==> src/rtl/pulse_meter_if.sv <==
// Bundles the start/signal inputs, timeout limit and measurement results of pulse_meter.
// Purely combinational wiring; no latency of its own.
// No backpressure: inputs are sampled every cycle and results are simply held.
interface pulse_meter_if;
  logic        i_START;
  logic        i_SIGNAL;
  logic [31:0] i_TIMEOUT;
  logic        o_BUSY;
  logic        o_DONE;
  logic        o_TIMEOUT;
  logic [31:0] o_DELAY;
  logic [31:0] o_WIDTH;

  modport master (
    output i_START, i_SIGNAL, i_TIMEOUT,
    input  o_BUSY, o_DONE, o_TIMEOUT, o_DELAY, o_WIDTH
  );

  modport slave (
    input  i_START, i_SIGNAL, i_TIMEOUT,
    output o_BUSY, o_DONE, o_TIMEOUT, o_DELAY, o_WIDTH
  );
endinterface

==> src/rtl/pulse_meter.sv <==
// Measures cycles from a start rising edge to a signal rising edge, and the signal's high width.
// Results and o_DONE appear one cycle after the completing (fall) or aborting (timeout) edge.
// No backpressure: start edges arriving while busy are dropped, nothing is queued.
module pulse_meter #(
  parameter logic INIT_START_STATE = 1'b0,
  parameter logic INIT_SIG_STATE   = 1'b0
) (
  input logic          i_CLK,
  input logic          i_RST_N,
  pulse_meter_if.slave bus
);

  typedef enum logic [1:0] {
    s_IDLE = 2'b00,
    s_WAIT = 2'b01,
    s_HIGH = 2'b10
  } state_t;

  state_t      state;
  state_t      state_nxt;

  logic        start_q;
  logic        sig_q;
  logic [31:0] dcnt;
  logic [31:0] wcnt;
  logic [31:0] tcnt;
  logic [31:0] timeout_r;
  logic [31:0] delay_r;

  logic        busy_r;
  logic        done_r;
  logic        to_r;
  logic [31:0] delay_o;
  logic [31:0] width_o;

  logic        arm;
  logic        capture;
  logic        complete;
  logic        abort_wait;
  logic        abort_high;
  logic        dcnt_inc;
  logic        wcnt_inc;
  logic        tcnt_inc;

  wire start_rise = bus.i_START & ~start_q;
  wire sig_rise   = bus.i_SIGNAL & ~sig_q;
  // A zero limit disables the abort entirely.
  wire to_hit     = (timeout_r != 32'd0) && (tcnt >= timeout_r);

  // Counters stick at all-ones so a very long wait never looks short.
  function automatic logic [31:0] sat_inc(input logic [31:0] v);
    return (v == 32'hFFFF_FFFF) ? v : v + 32'd1;
  endfunction

  // State register.
  always_ff @(posedge i_CLK) begin
    if (!i_RST_N) state <= s_IDLE;
    else          state <= state_nxt;
  end

  // Next state and per-cycle control; a signal event beats the timeout on the same edge.
  always_comb begin
    state_nxt  = s_IDLE;
    arm        = 1'b0;
    capture    = 1'b0;
    complete   = 1'b0;
    abort_wait = 1'b0;
    abort_high = 1'b0;
    dcnt_inc   = 1'b0;
    wcnt_inc   = 1'b0;
    tcnt_inc   = 1'b0;
    case (state)
      s_IDLE: begin
        if (start_rise) begin
          arm       = 1'b1;
          state_nxt = s_WAIT;
        end
      end
      s_WAIT: begin
        tcnt_inc  = 1'b1;
        state_nxt = s_WAIT;
        if (sig_rise) begin
          capture   = 1'b1;
          state_nxt = s_HIGH;
        end else if (to_hit) begin
          abort_wait = 1'b1;
          state_nxt  = s_IDLE;
        end else begin
          dcnt_inc = 1'b1;
        end
      end
      s_HIGH: begin
        tcnt_inc  = 1'b1;
        state_nxt = s_HIGH;
        if (!bus.i_SIGNAL) begin
          complete  = 1'b1;
          state_nxt = s_IDLE;
        end else if (to_hit) begin
          abort_high = 1'b1;
          state_nxt  = s_IDLE;
        end else begin
          wcnt_inc = 1'b1;
        end
      end
      default: state_nxt = s_IDLE;
    endcase
  end

  // Edge samplers and measurement counters.
  always_ff @(posedge i_CLK) begin
    if (!i_RST_N) begin
      start_q   <= INIT_START_STATE;
      sig_q     <= INIT_SIG_STATE;
      dcnt      <= 32'd0;
      wcnt      <= 32'd0;
      tcnt      <= 32'd0;
      timeout_r <= 32'd0;
      delay_r   <= 32'd0;
    end else begin
      start_q <= bus.i_START;
      sig_q   <= bus.i_SIGNAL;
      if (arm) begin
        dcnt      <= 32'd0;
        tcnt      <= 32'd1;
        timeout_r <= bus.i_TIMEOUT;
      end
      if (tcnt_inc) tcnt <= sat_inc(tcnt);
      if (dcnt_inc) dcnt <= sat_inc(dcnt);
      if (capture) begin
        delay_r <= dcnt;
        wcnt    <= 32'd1;
      end
      if (wcnt_inc) wcnt <= sat_inc(wcnt);
    end
  end

  // Registered status and results, updated together on the finishing edge.
  always_ff @(posedge i_CLK) begin
    if (!i_RST_N) begin
      busy_r  <= 1'b0;
      done_r  <= 1'b0;
      to_r    <= 1'b0;
      delay_o <= 32'd0;
      width_o <= 32'd0;
    end else begin
      busy_r <= (state_nxt != s_IDLE);
      done_r <= complete | abort_wait | abort_high;
      if (complete) begin
        delay_o <= delay_r;
        width_o <= wcnt;
        to_r    <= 1'b0;
      end
      if (abort_wait) begin
        delay_o <= 32'hFFFF_FFFF;
        width_o <= 32'd0;
        to_r    <= 1'b1;
      end
      if (abort_high) begin
        delay_o <= delay_r;
        width_o <= 32'hFFFF_FFFF;
        to_r    <= 1'b1;
      end
    end
  end

  assign bus.o_BUSY    = busy_r;
  assign bus.o_DONE    = done_r;
  assign bus.o_TIMEOUT = to_r;
  assign bus.o_DELAY   = delay_o;
  assign bus.o_WIDTH   = width_o;

endmodule

==> src/flat_wrapper.sv <==
// flat-port wrapper written by rule: the top's interface ports become plain ports
module pulse_meter_flat 
#(
  parameter logic INIT_START_STATE = 1'b0,
  parameter logic INIT_SIG_STATE   = 1'b0
)
  (i_CLK, i_RST_N, bus_i_START, bus_i_SIGNAL, bus_i_TIMEOUT, bus_o_BUSY, bus_o_DONE, bus_o_TIMEOUT, bus_o_DELAY, bus_o_WIDTH);
  pulse_meter_if bus_i ();
  input logic i_CLK;
  input logic i_RST_N;
  input wire logic [$bits(bus_i.i_START)-1:0] bus_i_START;
  input wire logic [$bits(bus_i.i_SIGNAL)-1:0] bus_i_SIGNAL;
  input wire logic [$bits(bus_i.i_TIMEOUT)-1:0] bus_i_TIMEOUT;
  output wire logic [$bits(bus_i.o_BUSY)-1:0] bus_o_BUSY;
  output wire logic [$bits(bus_i.o_DONE)-1:0] bus_o_DONE;
  output wire logic [$bits(bus_i.o_TIMEOUT)-1:0] bus_o_TIMEOUT;
  output wire logic [$bits(bus_i.o_DELAY)-1:0] bus_o_DELAY;
  output wire logic [$bits(bus_i.o_WIDTH)-1:0] bus_o_WIDTH;
  assign bus_i.i_START = bus_i_START;
  assign bus_i.i_SIGNAL = bus_i_SIGNAL;
  assign bus_i.i_TIMEOUT = bus_i_TIMEOUT;
  assign bus_o_BUSY = bus_i.o_BUSY;
  assign bus_o_DONE = bus_i.o_DONE;
  assign bus_o_TIMEOUT = bus_i.o_TIMEOUT;
  assign bus_o_DELAY = bus_i.o_DELAY;
  assign bus_o_WIDTH = bus_i.o_WIDTH;
  pulse_meter #(.INIT_START_STATE(INIT_START_STATE), .INIT_SIG_STATE(INIT_SIG_STATE)) u_core (.i_CLK(i_CLK), .i_RST_N(i_RST_N), .bus(bus_i));
endmodule
==> config.mk <==
export PLATFORM = sky130hd
export DESIGN_NAME = pulse_meter_flat
export DESIGN_NICKNAME = d
export VERILOG_FILES = /design/src/rtl/pulse_meter_if.sv /design/src/rtl/pulse_meter.sv /design/src/flat_wrapper.sv
export SDC_FILE = /design/constraint.sdc
export NUM_CORES = 1
export LEC_CHECK = 0
export BUFFER_PORTS_ARGS = -buffer_cell sky130_fd_sc_hd__buf_2
export CAP_MARGIN = 10
export CELL_PAD_IN_SITES_DETAIL_PLACEMENT = 1
export CELL_PAD_IN_SITES_GLOBAL_PLACEMENT = 1
export CORE_UTILIZATION = 49
export CTS_CLUSTER_SIZE = 28
export DETAILED_ROUTE_END_ITERATION = 10
export PLACE_DENSITY = 0.95
export SYNTH_ARGS = -nofsm -noshare
export SYNTH_HDL_FRONTEND = slang
export SYNTH_SLANG_ARGS = --single-unit
==> constraint.sdc <==
create_clock -name i_CLK -period 6.75 [get_ports i_CLK]
set_clock_uncertainty 0.2 [all_clocks]
set_input_delay 0.3375 -clock i_CLK [delete_from_list [all_inputs] [get_ports i_CLK]]
set_output_delay 0.3375 -clock i_CLK [all_outputs]
set_load 0.1 [all_outputs]
# [After elaboration in Yosys (flattened, before gate mapping)]
# Index checks and enable logic that the tools add are counted.
[word_totals] register_bits=231 in_bits=36 out_inout_bits=67
[classes] n_addsub=3 order_cmp=1 n_eq_ne=8 mux=41 n_bitwise=6 n_reduce_logical=12
[op_table] operator="32-bit 2-to-1 mux" n=15
[op_table] operator="32-bit by 1-bit adder with 32-bit output, second input constant" n=3
[op_table] operator="32-bit == test, second input constant" n=3
[op_table] operator="32-bit >= comparator" n=1
[op_table] operator="32-bit nonzero test" n=1
[op_table] operator="1-bit 2-to-1 mux" n=22
[op_table] operator="2-bit nonzero test" n=4
[op_table] operator="2-bit 2-to-1 mux" n=3
[op_table] operator="2-bit inequality test, second input constant" n=3
[op_table] operator="2-bit one-hot mux with 3 select lines" n=1
[op_table] operator="2-bit AND reduction" n=3
[op_table] operator="3-bit nonzero test" n=1
[op_table] operator="1-bit AND" n=2
[op_table] operator="2-bit by 1-bit == test with 1-bit output, second input constant" n=1
[op_table] operator="2-bit == test, second input constant" n=1
[op_table] operator="2-bit zero test" n=1
[op_table] operator="1-bit NOT" n=2
[op_table] operator="1-bit bitwise OR" n=2
[op_table] operator="2-bit OR reduction" n=1
[op_table] operator="1-bit logical AND" n=1

# [Logic depth before layout (Yosys ltp)]
# Gate-level depths: netlist of run 1.
[depth] ltp_word=7 depth_mapped=12

# [Worst setup path after synthesis of run 1]
# Ideal clock, no wire load.
[synth_path] kind="register to register" startpoint="register u_core.tcnt[0]" endpoint="register u_core.dcnt[6]" setup_ps=120 arrival_time_ps=2428 required_ps=6430 slack_ps=4002 stages_incl_launch_ff=12 n_path_buf=1 cell_sequence="dfxtp_1 inv_1 ha_1 nor2b_1 o21ai_1 a41oi_1 o41a_1 o211a_1 and2_1 o21a_2 buf_6 a211o_1"
[synth_via] elab_chain_cells=7 elab_cells_between_ends=9 cone_classes="order compare (1); eq/ne (1); mux (4); reduce/logical (3)"
[synth_lines] item="start, declared" line_no="pulse_meter.sv:26" text="logic [31:0] tcnt;"
[synth_lines] item="start signal, assigned" line_no="pulse_meter.sv:127" text="if (tcnt_inc) tcnt <= sat_inc(tcnt);"
[synth_lines] item="32-bit >= comparator *" line_no="pulse_meter.sv:48" text="wire to_hit = (timeout_r != 32'd0) && (tcnt >= timeout_r);"
[synth_lines] item="1-bit logical AND *" line_no="pulse_meter.sv:48"
[synth_lines] item="1-bit 2-to-1 mux *" line_no="pulse_meter.sv:85" text="end else if (to_hit) begin"
[synth_lines] item="1-bit 2-to-1 mux *" line_no="pulse_meter.sv:82" text="if (sig_rise) begin"
[synth_lines] item="1-bit 2-to-1 mux *" line_no="pulse_meter.sv:72" text="case (state)"
[synth_lines] item="2-bit inequality test (no source line) / 2-bit nonzero test (equally long branches)"
[synth_lines] item="2-bit AND reduction (no source line)"
[synth_lines] item="end signal, assigned" line_no="pulse_meter.sv:128" text="if (dcnt_inc) dcnt <= sat_inc(dcnt);"
[synth_lines] item="end, declared" line_no="pulse_meter.sv:24" text="logic [31:0] dcnt;"
# Every way passes the cells marked *; elsewhere a longest branch is shown, timed or not.
# A chain may end at the register's enable or synchronous reset.

# [Worst setup path in the final report of run 1]
[layout_path] startpoint="register u_core.timeout_r[31]" endpoint="register u_core.width_o[11], in the netlist u_core.bus.o_WIDTH[11]"
[layout_via] elab_chain_cells=7 elab_cells_between_ends=11 cone_classes="order compare (1); mux (7); reduce/logical (3)"
[layout_lines] item="start, declared" line_no="pulse_meter.sv:27" text="logic [31:0] timeout_r;"
[layout_lines] item="start signal, assigned" line_no="pulse_meter.sv:125" text="timeout_r <= bus.i_TIMEOUT;"
[layout_lines] item="32-bit >= comparator / 32-bit nonzero test (equally long branches)" line_no="pulse_meter.sv:48"
[layout_lines] item="1-bit logical AND *" line_no="pulse_meter.sv:48"
[layout_lines] item="1-bit 2-to-1 mux *" line_no="pulse_meter.sv:85, pulse_meter.sv:98"
[layout_lines] item="1-bit 2-to-1 mux" line_no="pulse_meter.sv:82"
[layout_lines] item="1-bit 2-to-1 mux" line_no="pulse_meter.sv:72"
[layout_lines] item="32-bit 2-to-1 mux" line_no="pulse_meter.sv:153" text="if (abort_wait) begin"
[layout_lines] item="32-bit 2-to-1 mux" line_no="pulse_meter.sv:158" text="if (abort_high) begin"
[layout_lines] item="end signal, assigned" line_no="pulse_meter.sv:150" text="width_o <= wcnt;"
[layout_lines] item="end, declared" line_no="pulse_meter.sv:34" text="logic [31:0] width_o;"
# Marked as above.

==> results.md, run 1 <==
- Final hold violations: 0
- DRT iter0 DRCs: 696
- Max Cap Viol: 0
- Routed length per instance: about 23 um
- Root buffer cell: clkbuf_16
- Die W: 151 um
- Share of power burned in registers: 0.455
- Clock transition at the registers of the reported paths: 0.07 ns
- Final Setup Violations: 0
- N_diodes: 0
- Antenna-violating nets left: 0
- Post-Route WL: 37100 um
- Clock power share: 0.438
- CTS-repair resized insts: 0
- DRC violation count after routing: 0
- Core Footprint: 21400 um2
- R2R Setup Slk: 2.66 ns
- CTS Buf Count: 26
- Slew margin rel.: 0.227
- Max VDD drop: roughly 0.22 mV
- Top Ports: 103
- Unrepaired setup endpoints after global routing: false
- Slew Viols, Final: 0
- Slew of the pin with the lowest slew margin: 1.15 ns
- Design area: 12600 um2
- Net Sw Frac: 0.279
- Mapped Cells: roughly 1300
- Worst path max stage delay: 0.56 ns
- Worst-path fanout max: slightly above 50
- CP endpoint kind: register
- Post-DP HPWL: 21300 um
- Largest net degree at the start of global routing: 96
- Die area: ~23000 um2
- FP Rows: between 50 and 60
- Post-synth ARST share: 0
- LEAKAGE: between 5 and 6 nW
- PD cells: 248 nW/um2
- Clk_lat worst skew: 0.55 ns
- Most frequent standard cell in the layout excluding fill and tap cells: dfxtp_1
- Worst Path Required: 6.98 ns
- Dpl cells: about 1600
- Syn-to-layout area delta: 16.2%
- H-tree depth: 1
- Switching pwr: just under 0.0009 W
- Total GRT Usage: 0.327
- Dpl cell area: 11400 um2
- Mapped cell area: 10800 um2
- First-pass GRT wire length: 59100 um
- Initial antenna violation count: 0
- Pint: approximately 0.0022 W
- Vias post-DR: 10600
- CTS tree: built
- Critical-path cell list: inv_1, ha_1, nand4_1, nor3_1, nand4_1, o21ai_4, nand2_1, a21oi_4, buf_4, a2bb2oi_1
- Initial core utilization: 0.507
- Via density: 6.45
- EDFF count, synth: 0
- Max Fclk: ~0.24 GHz
- Layout cell share with drive strength beyond 1: 0.152
- CP max-delay cell: buf_4
- Mean Syn Cell Area: roughly 8.6 um2
- Fin crit period: 4.09 ns
- Netlist cell types: 65
- Net Count, Synth: 1329
- Clk buf depth: 3
- Chip Height: 151 um
- Synth warn: 0
- Final net count: between 1000 and 1500
- Critical Path AT: 4.32 ns
- Setup tns final: 0 ns
- Vias in the first global route: 11100
- Final Instance Count excl. Fillers: around 1600
- Sequential share of the synthesized area: 0.427
- Most frequent CP cell: nand4_1
- Most frequent cells in the layout: 231 x dfxtp_1, 228 x nand2_1, 101 x buf_2, 89 x a21boi_0, 56 x nor2_1
- GR Overflow Total: 0
- Status: finished, final reports clean
- Worst Hold Class: in2reg
- Top FF cell, synth: dfxtp_1
- Sink Count: 231
- Routability cong.: 0.827
- Startpoint Class: register
- Drt pass-1 iters: 5
- Yosys reg bits: 231
- Gate power share: 0.107
- Critical path class: reg2reg
- IO buf count: 102
- Period utilisation layout: 0.606
sequential cells by signal (all words and copies together), names as in the netlist:
name	count
u_core.bus.o_BUSY	1
u_core.bus.o_DELAY	32
u_core.bus.o_DONE	1
u_core.bus.o_TIMEOUT	1
u_core.bus.o_WIDTH	32
u_core.dcnt	32
u_core.delay_r	32
u_core.sig_q	1
u_core.start_q	1
u_core.state	2
u_core.tcnt	32
u_core.timeout_r	32
u_core.wcnt	32
cell families (layout without fill, tap and decap cells):
kind of cell | after synthesis | in the layout | synth area share
AND/OR/NAND/NOR | 536 | 536 | 0.241
adder cells (fa/ha/maj) | 39 | 39 | 0.0451
multiplexers | 3 | 3 | 0.00289
buffers and inverters | 117 | 233 | 0.0472
flip-flops | 231 | 231 | 0.427
XOR/XNOR | 20 | 20 | 0.0162
AO/OA/AOI/OAI | 308 | 308 | 0.220
worst max-delay path: cells and delay by family (launching register included):
family	cells	cell delay [ns]
flops	1	0.44
fa+ha+maj	1	0.34
buf+inv	2	0.66
compound gates	3	1.17
simple gates	4	1.10
routing by layer:
metal,GRT usage,part of all wire,vias to the layer above
met5,0,0,-
met4,0.163,0.055,0
met3,0.0445,0.050,181
met2,0.583,0.49,461
met1,0.384,0.40,5266
li1,-,-,4701
final cells by class:
cell class	instances	area (um2)
Clock buffer	34	731
Fill cell	2505	8780
Timing Repair Buffer	147	940
Tap cell	275	344
Multi-Input combinational cell	906	5700
Inverter	43	161
Sequential cell	231	4620
Clock inverter	9	67.6
final timing paths:
check	start	end	depth (start not counted)
worst max register to register	u_core.timeout_r[31]	u_core.bus.o_WIDTH[11]	10
worst min register to register	u_core.delay_r[4]	u_core.delay_r[4]	2
worst max-delay path	u_core.timeout_r[31]	u_core.bus.o_WIDTH[11]	10
worst min-delay path	i_RST_N	u_core.timeout_r[17]	2
stage by stage:
| stage | total power [W] | util | hold slack [ns] | worst slack (ns) |
|---|---|---|---|---|
| after CTS | 0.00310 | 0.588 | 0.107 | 2.37 |
| after detailed placement | 0.00174 | 0.535 | 0.262 | 2.68 |
| after global placement | 0.00173 | 0.535 | 0.256 | 2.95 |
| after global routing | 0.00319 | 0.589 | 0.139 | 2.58 |
| after floorplan | 0.00167 | - | 0.243 | 4.00 |
| final | 0.00311 | 0.589 | 0.119 | 2.66 |
timing repair:
| action | 4_1_cts | 5_1_grt |
|---|---|---|
| hold endpoints to repair | 34 | 0 |
| hold buffers | 34 | 0 |
| endpoints found under the setup margin | 0 | 0 |
| buffers inserted | 0 | 0 |
synthesized netlist by cell type, drive strengths merged, types with 32 or more instances:
cell | instances | area [um2]
a21boi | 90 | 676
a2bb2oi | 32 | 280
and3 | 44 | 275
clkbuf | 45 | 169
dfxtp | 231 | 4620
ha | 39 | 488
inv | 43 | 161
nand2 | 228 | 856
nand3 | 51 | 255
nor2 | 58 | 220
nor3 | 41 | 210
o21ai | 46 | 245
o221a | 32 | 360
power by group through the flow:
stage | Clock (W) | Combinational [W] | Sequential [W]
6_report | 0.00136 | 0.000332 | 0.00142
3_5_place_dp | 0 | 0.000299 | 0.00144
3_3_place_gp | 0 | 0.000289 | 0.00144
4_1_cts | 0.00136 | 0.000322 | 0.00141
5_1_grt | 0.00142 | 0.000350 | 0.00142
2_1_floorplan | 0 | 0.000148 | 0.00152
No activity file was read; power rests on OpenSTA's default activity.
==> run 2: changes to the inputs <==
- CORE_UTILIZATION: 49 -> 45
- PLACE_DENSITY: 0.95 -> 0.9
- clock period: 6.75 -> 4.1 ns (I/O delays scaled with it)
==> run 2 against run 1 <==
  * Combinational power increased by 59%
  * Critical endpoint is now u_core.bus.o_WIDTH[12]
  * Via count decreased by 5.7%
  * Critical path type unchanged
  * Critical path depth unchanged
  * Maximum frequency increased by 15%
==> results.md, run 2 (synthesized netlist as in run 1, its figures left out) <==
- Critical Path AT: ~3.8 ns
- Post-Route WL: about 32000 um
- Routability cong.: 0.805
- Slew Viols, Final: 0
- Critical path origin: u_core.timeout_r[31]
- Total GRT Usage: 0.261
- Vias post-DR: 10000
- Final hold violations: 0
- Status: finished, final reports clean
- Unrepaired setup endpoints after global routing: false
- Max Cap Viol: 0
- Initial core utilization: 0.460
- Max VDD drop: 0.303 mV
- Period utilisation layout: 0.870
- Root buffer cell: clkbuf_16
- LEAKAGE: 5.07 nW
- Initial antenna violation count: 2
- CTS tree: built
- Chip Height: 157 um
- Hold path start: i_RST_N
- Worst Path Required: 4.34 ns
- Vias in the first global route: between 10000 and 15000
- Clock transition at the registers of the reported paths: 0.07 ns
- Pre-CTS WS: roughly 0.7 ns
- Syn-to-layout area delta: 17.6%
- Setup tns final: 0 ns
- Die area: around 25000 um2
- FP Rows: between 50 and 60
- Sink Count: 231
- Clk_lat worst skew: about 0.54 ns
- Final Setup Violations: 0
- Via density: 5.89
- Clk buf depth: 3
- Slew margin rel.: 0.521
- Critical path class: reg2reg
- Most frequent standard cell in the layout excluding fill and tap cells: dfxtp_1
- CTS Buf Count: 26
- Startpoint Class: register
- Final setup margin: 0.532 ns
- Layout cell share with drive strength beyond 1: 0.153
- Worst Hold Class: in2reg
- Setup bufs post-CTS: 0
- Most frequent cells in the layout: 231 x dfxtp_1, 228 x nand2_1, 101 x buf_2, 89 x a21boi_0, 56 x nor2_1
- H-tree depth: 1
- Worst-path fanout max: 51
- Largest net degree at the start of global routing: 78
- First-pass GRT wire length: between 50000 and 60000 um
- Drt pass-1 iters: 5
- DRT iter0 DRCs: 567
- Fin crit period: roughly 3.6 ns
- Slew of the pin with the lowest slew margin: 0.711 ns
- IO buf count: 102
- PD cells: slightly above 400 nW/um2
- Core Footprint: 23500 um2
- Top Ports: 103
- RR Startpoint: u_core.timeout_r[31]
- Antenna-violating nets left: 0
- Max Fclk: 0.280 GHz
- Routed length per instance: 18.7 um
- DRC violation count after routing: 0
- Post-DP HPWL: 20500 um
- CP endpoint kind: register
- GR Overflow Total: 0
- Die W: 157 um
- Final net count: 1434
==> run 2: changes by cell type in the layout (fill, tap and decap cells not counted) <==
| cell | change |
|---|---|
| diode_2 | +2 |
| buf_4 | +4 |
| inv_8 | -1 |
| buf_6 | -1 |
| clkbuf_1 | +5 |
| buf_12 | +1 |
| clkinv_2 | -2 |
| bufinv_16 | +2 |
==> run 2: report_power, final <==
group | internal (W) | switching [W] | leakage (nW)
Clock | 0.00139 | 0.000940 | 0.413
Sequential | 0.00229 | 0.0000386 | 1.87
Combinational | 0.000150 | 0.000377 | 2.79
Total | 0.00383 | 0.00136 | 5.07
==> run 2: metal layers <==
layer  vias to the layer above  track usage  routed length, um  part of all wire
li1                       4716            -                  -                 -
met1                      4977        0.314              13700              0.43
met2                       222        0.469              16000              0.50
met3                        86       0.0391               1120             0.035
met4                         0       0.0989               1020             0.032
met5                         -            0                  0                 0
==> run 2: final timing paths <==
kind,endpoint,slack [ns],depth (start not counted)
worst max register to register,u_core.bus.o_WIDTH[12],0.53,10
worst min register to register,u_core.delay_r[23],0.27,2
worst max-delay path,u_core.bus.o_WIDTH[12],0.53,10
worst min-delay path,u_core.wcnt[30],0.22,3
==> run 2: through the flow <==
step / power [W] / hold WS, ns / area, um2 / cells / util
finish: 0.00518 / 0.219 / 12700 / 1699 / 0.540
global route: 0.00535 / 0.231 / 12700 / 1699 / 0.540
CTS: 0.00521 / 0.199 / 12700 / 1697 / 0.540
detailed placement: 0.00287 / 0.258 / 11500 / 1616 / 0.489
global placement: 0.00285 / 0.238 / 11500 / 1616 / 0.489
floorplan: 0.00274 / 0.127 / 10800 / 1254 / -
==> run 2: layout make-up <==
type,instances,area (um2)
Fill cell,2819,10800
Clock buffer,39,749
Tap cell,319,399
Antenna cell,2,5.00
Timing Repair Buffer,151,978
Multi-Input combinational cell,906,5700
Sequential cell,231,4620
Clock inverter,8,106
Inverter,43,161
==> run 2: worst max-delay path, cell delays in order (launching register included) <==
cell and delay (ns):
dfxtp_1 0.39, inv_1 0.10, ha_1 0.33, nand4_1 0.10, nor3_1 0.38, nand4_1 0.39
o21ai_4 0.38, nand2_1 0.19, a21oi_4 0.47, buf_12 0.30, a2bb2oi_1 0.22
==> run 2: what timing repair did <==
action / 4_1_cts / 5_1_grt
resized for setup: 0 / 0
endpoints found under the hold margin: 35 / 0
hold buffers: 34 / 0
